### config.mk
export PLATFORM = sky130hd
export DESIGN_NAME = pipe_sequencer
export DESIGN_NICKNAME = d
export VERILOG_FILES = /design/src/rtl/pipe_sequencer.sv
export SDC_FILE = /design/constraint.sdc
export NUM_CORES = 1
export LEC_CHECK = 0
export ABC_CLOCK_PERIOD_IN_PS = 4600
export CAP_MARGIN = 25
export CORE_MARGIN = 2
export CORE_UTILIZATION = 35
export CTS_BUF_LIST = sky130_fd_sc_hd__clkbuf_4 sky130_fd_sc_hd__clkbuf_8
export DETAILED_ROUTE_END_ITERATION = 10
export PLACE_DENSITY = 0.89
export SLEW_MARGIN = 0
export SYNTH_ARGS = -nofsm -noshare
export SYNTH_HDL_FRONTEND = slang
export SYNTH_SLANG_ARGS = --single-unit
### constraint.sdc
create_clock -name clk -period 4.6 [get_ports clk]
set_clock_uncertainty 0.15 [all_clocks]
set_input_delay 0.46 -clock clk [delete_from_list [all_inputs] [get_ports clk]]
set_output_delay 0.46 -clock clk [all_outputs]
set_load 0.1 [all_outputs]
### src/rtl/pipe_sequencer.sv
// Pipeline sequencing controller: freeze, branch flush, load-use stall and Halt drain.
// Optional stall/flush performance counters are built when PIPE_PERF_EN is defined.
module pipe_sequencer #(
    parameter int unsigned DRAIN_CYCLES = 3,
    parameter int unsigned CNT_W        = 16
) (
    input  logic             clk,
    input  logic             rst_n,
    input  logic [3:0]       id_opcode,
    input  logic [3:0]       id_rs1,
    input  logic [3:0]       id_rs2,
    input  logic             id_rs1_used,
    input  logic             id_rs2_used,
    input  logic             ex_mem_read,
    input  logic [3:0]       ex_rd,
    input  logic             ex_branch_taken,
    input  logic             mem_req,
    input  logic             mem_ready,
    output logic             pc_write,
    output logic             ifid_write,
    output logic             idex_write,
    output logic             exmem_write,
    output logic             ifid_flush,
    output logic             idex_bubble,
    output logic             halted,
    output logic [CNT_W-1:0] stall_cycles,
    output logic [CNT_W-1:0] flush_count
);

    localparam logic [3:0]  OP_HALT = 4'b1111;
    localparam int unsigned DW      = (DRAIN_CYCLES < 2) ? 1 : $clog2(DRAIN_CYCLES + 1);

    typedef enum logic [1:0] {
        ST_RUN,
        ST_DRAIN,
        ST_HALTED
    } state_e;

    state_e        state_q, state_d;
    logic [DW-1:0] drain_q, drain_d;

    logic freeze;
    logic lu;
    logic halt_op;

    assign freeze  = mem_req & ~mem_ready;
    assign lu      = ex_mem_read & ((id_rs1_used & (id_rs1 == ex_rd)) |
                                    (id_rs2_used & (id_rs2 == ex_rd)));
    assign halt_op = (id_opcode == OP_HALT);

    always_ff @(posedge clk or negedge rst_n) begin
        if (!rst_n) begin
            state_q <= ST_RUN;
            drain_q <= '0;
        end else begin
            state_q <= state_d;
            drain_q <= drain_d;
        end
    end

    // Next state and Mealy enables; reset forces the safe NOP-loading values.
    always_comb begin
        state_d     = state_q;
        drain_d     = drain_q;
        pc_write    = 1'b0;
        ifid_write  = 1'b0;
        idex_write  = 1'b0;
        exmem_write = 1'b0;
        ifid_flush  = 1'b0;
        idex_bubble = 1'b0;
        halted      = 1'b0;

        if (!rst_n) begin
            ifid_flush  = 1'b1;
            idex_bubble = 1'b1;
        end else begin
            unique case (state_q)
                ST_RUN: begin
                    if (freeze) begin
                        // everything holds; a taken branch waits in EX
                    end else if (ex_branch_taken) begin
                        pc_write    = 1'b1;
                        ifid_write  = 1'b1;
                        idex_write  = 1'b1;
                        exmem_write = 1'b1;
                        ifid_flush  = 1'b1;
                        idex_bubble = 1'b1;
                    end else if (lu) begin
                        idex_write  = 1'b1;
                        exmem_write = 1'b1;
                        idex_bubble = 1'b1;
                    end else if (halt_op) begin
                        idex_write  = 1'b1;
                        exmem_write = 1'b1;
                        state_d     = ST_DRAIN;
                        drain_d     = '0;
                    end else begin
                        pc_write    = 1'b1;
                        ifid_write  = 1'b1;
                        idex_write  = 1'b1;
                        exmem_write = 1'b1;
                    end
                end
                ST_DRAIN: begin
                    idex_bubble = 1'b1;
                    idex_write  = ~freeze;
                    exmem_write = ~freeze;
                    if (!freeze) begin
                        drain_d = drain_q + DW'(1);
                        if (drain_d == DW'(DRAIN_CYCLES)) begin
                            state_d = ST_HALTED;
                        end
                    end
                end
                ST_HALTED: begin
                    halted = 1'b1;
                end
                default: begin
                    state_d = ST_RUN;
                    drain_d = '0;
                end
            endcase
        end
    end

`ifdef PIPE_PERF_EN
    logic             stall_ev;
    logic             flush_ev;
    logic [CNT_W-1:0] stall_q;
    logic [CNT_W-1:0] flush_q;

    assign stall_ev = (state_q == ST_RUN) & (freeze | (~ex_branch_taken & lu));
    assign flush_ev = (state_q == ST_RUN) & ~freeze & ex_branch_taken;

    // Saturating event counters, cleared only by reset.
    always_ff @(posedge clk or negedge rst_n) begin
        if (!rst_n) begin
            stall_q <= '0;
            flush_q <= '0;
        end else begin
            if (stall_ev && (stall_q != '1)) begin
                stall_q <= stall_q + CNT_W'(1);
            end
            if (flush_ev && (flush_q != '1)) begin
                flush_q <= flush_q + CNT_W'(1);
            end
        end
    end

    assign stall_cycles = stall_q;
    assign flush_count  = flush_q;
`else
    assign stall_cycles = '0;
    assign flush_count  = '0;
`endif

endmodule
==> impl_metrics.py <==
metrics = {
    "placed_design": {
        "dp_cells": 145,
        "place_area_sq_um": 916,
        "portBuffers": 30,
        "place_hpwl_mm": 1.32,
        "gp_congestion": 0.893,
        "dp_slack_ps": 1020,
    },
    "final_layout": {
        "utilization_pct": 47.3,
        "diodes": 0,
        "drive_gt1_share_pct": 7.44,
        "syn_to_final_growth_pct": 27.1,
        "num-fill-cells": 182,
        "layout.nets": 148,
        "final_common_cell": "conb_1",
        "fin_area_sq_um": 938,
        "final_cells": 148,
        "final_cell_mix": "32 x conb_1, 29 x clkdlybuf4s50_1, 6 x nand2_1, 6 x xor2_1",
    },
    "grt": {
        "antenna_found_initial": 0,
        "grt_max_degree": 14,
        "grt_pass1_wl_mm": 2.64,
        "grt_pass1_vias": 610,
        "grt_usage_pct": 13.6,
        "overflow": 0,
    },
    "logic_synthesis": {
        "synthCells": 93,
        "synth-edff-count": 0,
        "yosysTopAreaCell": "buf_4",
        "ys_types": 30,
        "yosysTopAreaCellShare_pct": 36.6,
        "synth.cell_area_sq_um": 738,
        "syn_avg_cell_area_sq_um": 7.94,
        "synth_area_leaders": "buf_4 37%, dfrtp_1 14%, xor2_1 7.1%, nand2_1 3.1%, nand3_1 2.7%",
        "synth_flop_cell": "dfrtp_1",
        "synth_warnings": 0,
        "async_flop_share_pct": 100,
        "yosysSeqAreaShare_pct": 13.6,
        "yosys_register_bits": 4,
    },
    "floorplan": {
        "ios": 63,
        "initial_core_util_pct": 37.2,
        "die_h_um": 49.9,
        "die_w_um": 49.9,
        "dieArea_sq_mm": 0.00249,
        "core-area_sq_mm": 0.00198,
        "floorplan.rows": 16,
    },
    "clocking": {
        "cts_sinks": 4,
        "clockBufferDepth": 2,
        "clock_latency_ps": 230,
        "cts_hold_buf": 0,
        "cts_root_buf": "clkbuf_4",
        "cts_tree": "built",
        "post-cts-setup-buffers": 0,
        "clk_pin_slew_ps": 40,
        "ctsResizeCount": 0,
        "cts_buffers": 3,
        "h-tree-depth": 1,
    },
    "worst_setup_path": {
        "startpoint_type": "primary input",
        "crit_type": "in2out",
        "max_stage_delay_ps": 1000,
        "path_max_fanout": 5,
        "crit_arrival_ps": 2960,
        "cp.required_ps": 3990,
        "cp_slowest_cell": "clkdlybuf4s50_1",
        "endpoint_kind": "output pin",
        "worst_path_most_repeated_cell": "clkdlybuf4s50_1",
        "crit_chain": "clkdlybuf4s50_1 -> xor2_1 -> o41ai_2 -> o21ai_0 -> clkdlybuf4s50_1",
    },
    "timing": {
        "min_period_ps": 3570,
        "fmax_mhz": 280,
        "layout_setup_ws_ps": 1030,
        "relSlewSlack_pct": 35.6,
        "holdWs_ps": 409,
        "hold_violations": 0,
        "min_period_over_period_pct": 77.6,
        "drv_slew": 0,
        "setup-violations-final": 0,
        "rsz0062_at_grt": "no",
        "worstMarginPinSlew_ps": 962,
        "setup_tns_ps": 0,
    },
    "power": {
        "irDropWorstVdd_mv": 0.307,
        "p_per_area_mw_per_mm2": 582,
        "total_power_uw": 546,
        "p_leak_nw": 0.425,
    },
    "routing": {
        "wire_per_inst_um": 10.5,
        "dr.pass1.iters": 4,
        "drt-total-wl_mm": 1.55,
        "remaining_drc_errors": 0,
        "routed_via_density": 4.45,
        "first_iter_violations": 14,
        "vias": 659,
        "ant_nets": 0,
    },
    "run_status": {
        "outcome": "complete, no violations",
    },
    "min_path": {
        "worstHoldPathType": "in2async",
    },
    "flow_run": {
        "maxCapViolations": 0,
    },
}
-- worst max-delay path: cells and delay by family --
family          cells  cell delay [ps]
compound gates      2              830
xor+xnor            1              200
buf+inv             2             1470
-- area by class of cell --
class                      instances  area (sq um)  area share, %
inverter                           2          7.51          0.800
tap                               27          33.8           3.60
sequential                         4           100           10.7
timing repair buffer              30           298           31.7
clock buffer                       3          22.5           2.40
multi-input combinational         82           477           50.8
-- path summary, 6_finish.rpt --
path / start / to / slack, ps / cells past startpoint
max: ex_rd[1] / ifid_write / 1030 / 5
min: rst_n / state_q[1] / 410 / 1
max reg2reg: state_q[1] / drain_q[0] / 2780 / 5
min reg2reg: drain_q[0] / drain_q[0] / 520 / 2
max in group asynchronous: rst_n / state_q[0] / 3570 / 1
min in group clk: drain_q[0] / drain_q[0] / 520 / 2
-- registers in the layout, summed over array words and instances (netlist names) --
name	flops
state_q	2
drain_q	2
-- power by group --
| group | switching, mW | internal, mW |
|---|---|---|
| logic | 0.320 | 0.103 |
| clock network | 0.0123 | 0.0290 |
| registers | 0.0300 | 0.0517 |
-- logic make-up (layout without fill, tap and decap cells) --
family / count (synthesis) / after routing / synth area share (%)
DFF: 4 / 4 / 13.6
AOI/OAI and AO/OA: 14 / 14 / 16.9
and+or+nand+nor: 27 / 27 / 20.2
xor gates and xnor gates: 8 / 8 / 9.49
other: 1 / 32 / 0.508
buffers and inverters: 38 / 35 / 37.6
adders and majority gates: 1 / 1 / 1.69
-- synth_stat cells, drive strengths merged (2+ instances only) --
| cell type | instances |
|---|---|
| xnor2 | 2 |
| nand4 | 2 |
| nor2 | 2 |
| dfrtp | 4 |
| nor3 | 4 |
| nand2 | 7 |
| buf | 36 |
| xor2 | 6 |
| o31ai | 2 |
| inv | 2 |
| o31a | 2 |
| o21ai | 4 |
| nand3 | 4 |
-- metal layers --
metal	global-route usage [%]	wire [um]
met1	14.0	507
met2	24.9	872
met3	3.33	154
met4	6.94	19
met5	0	0
(Power assumes the default switching activity.)
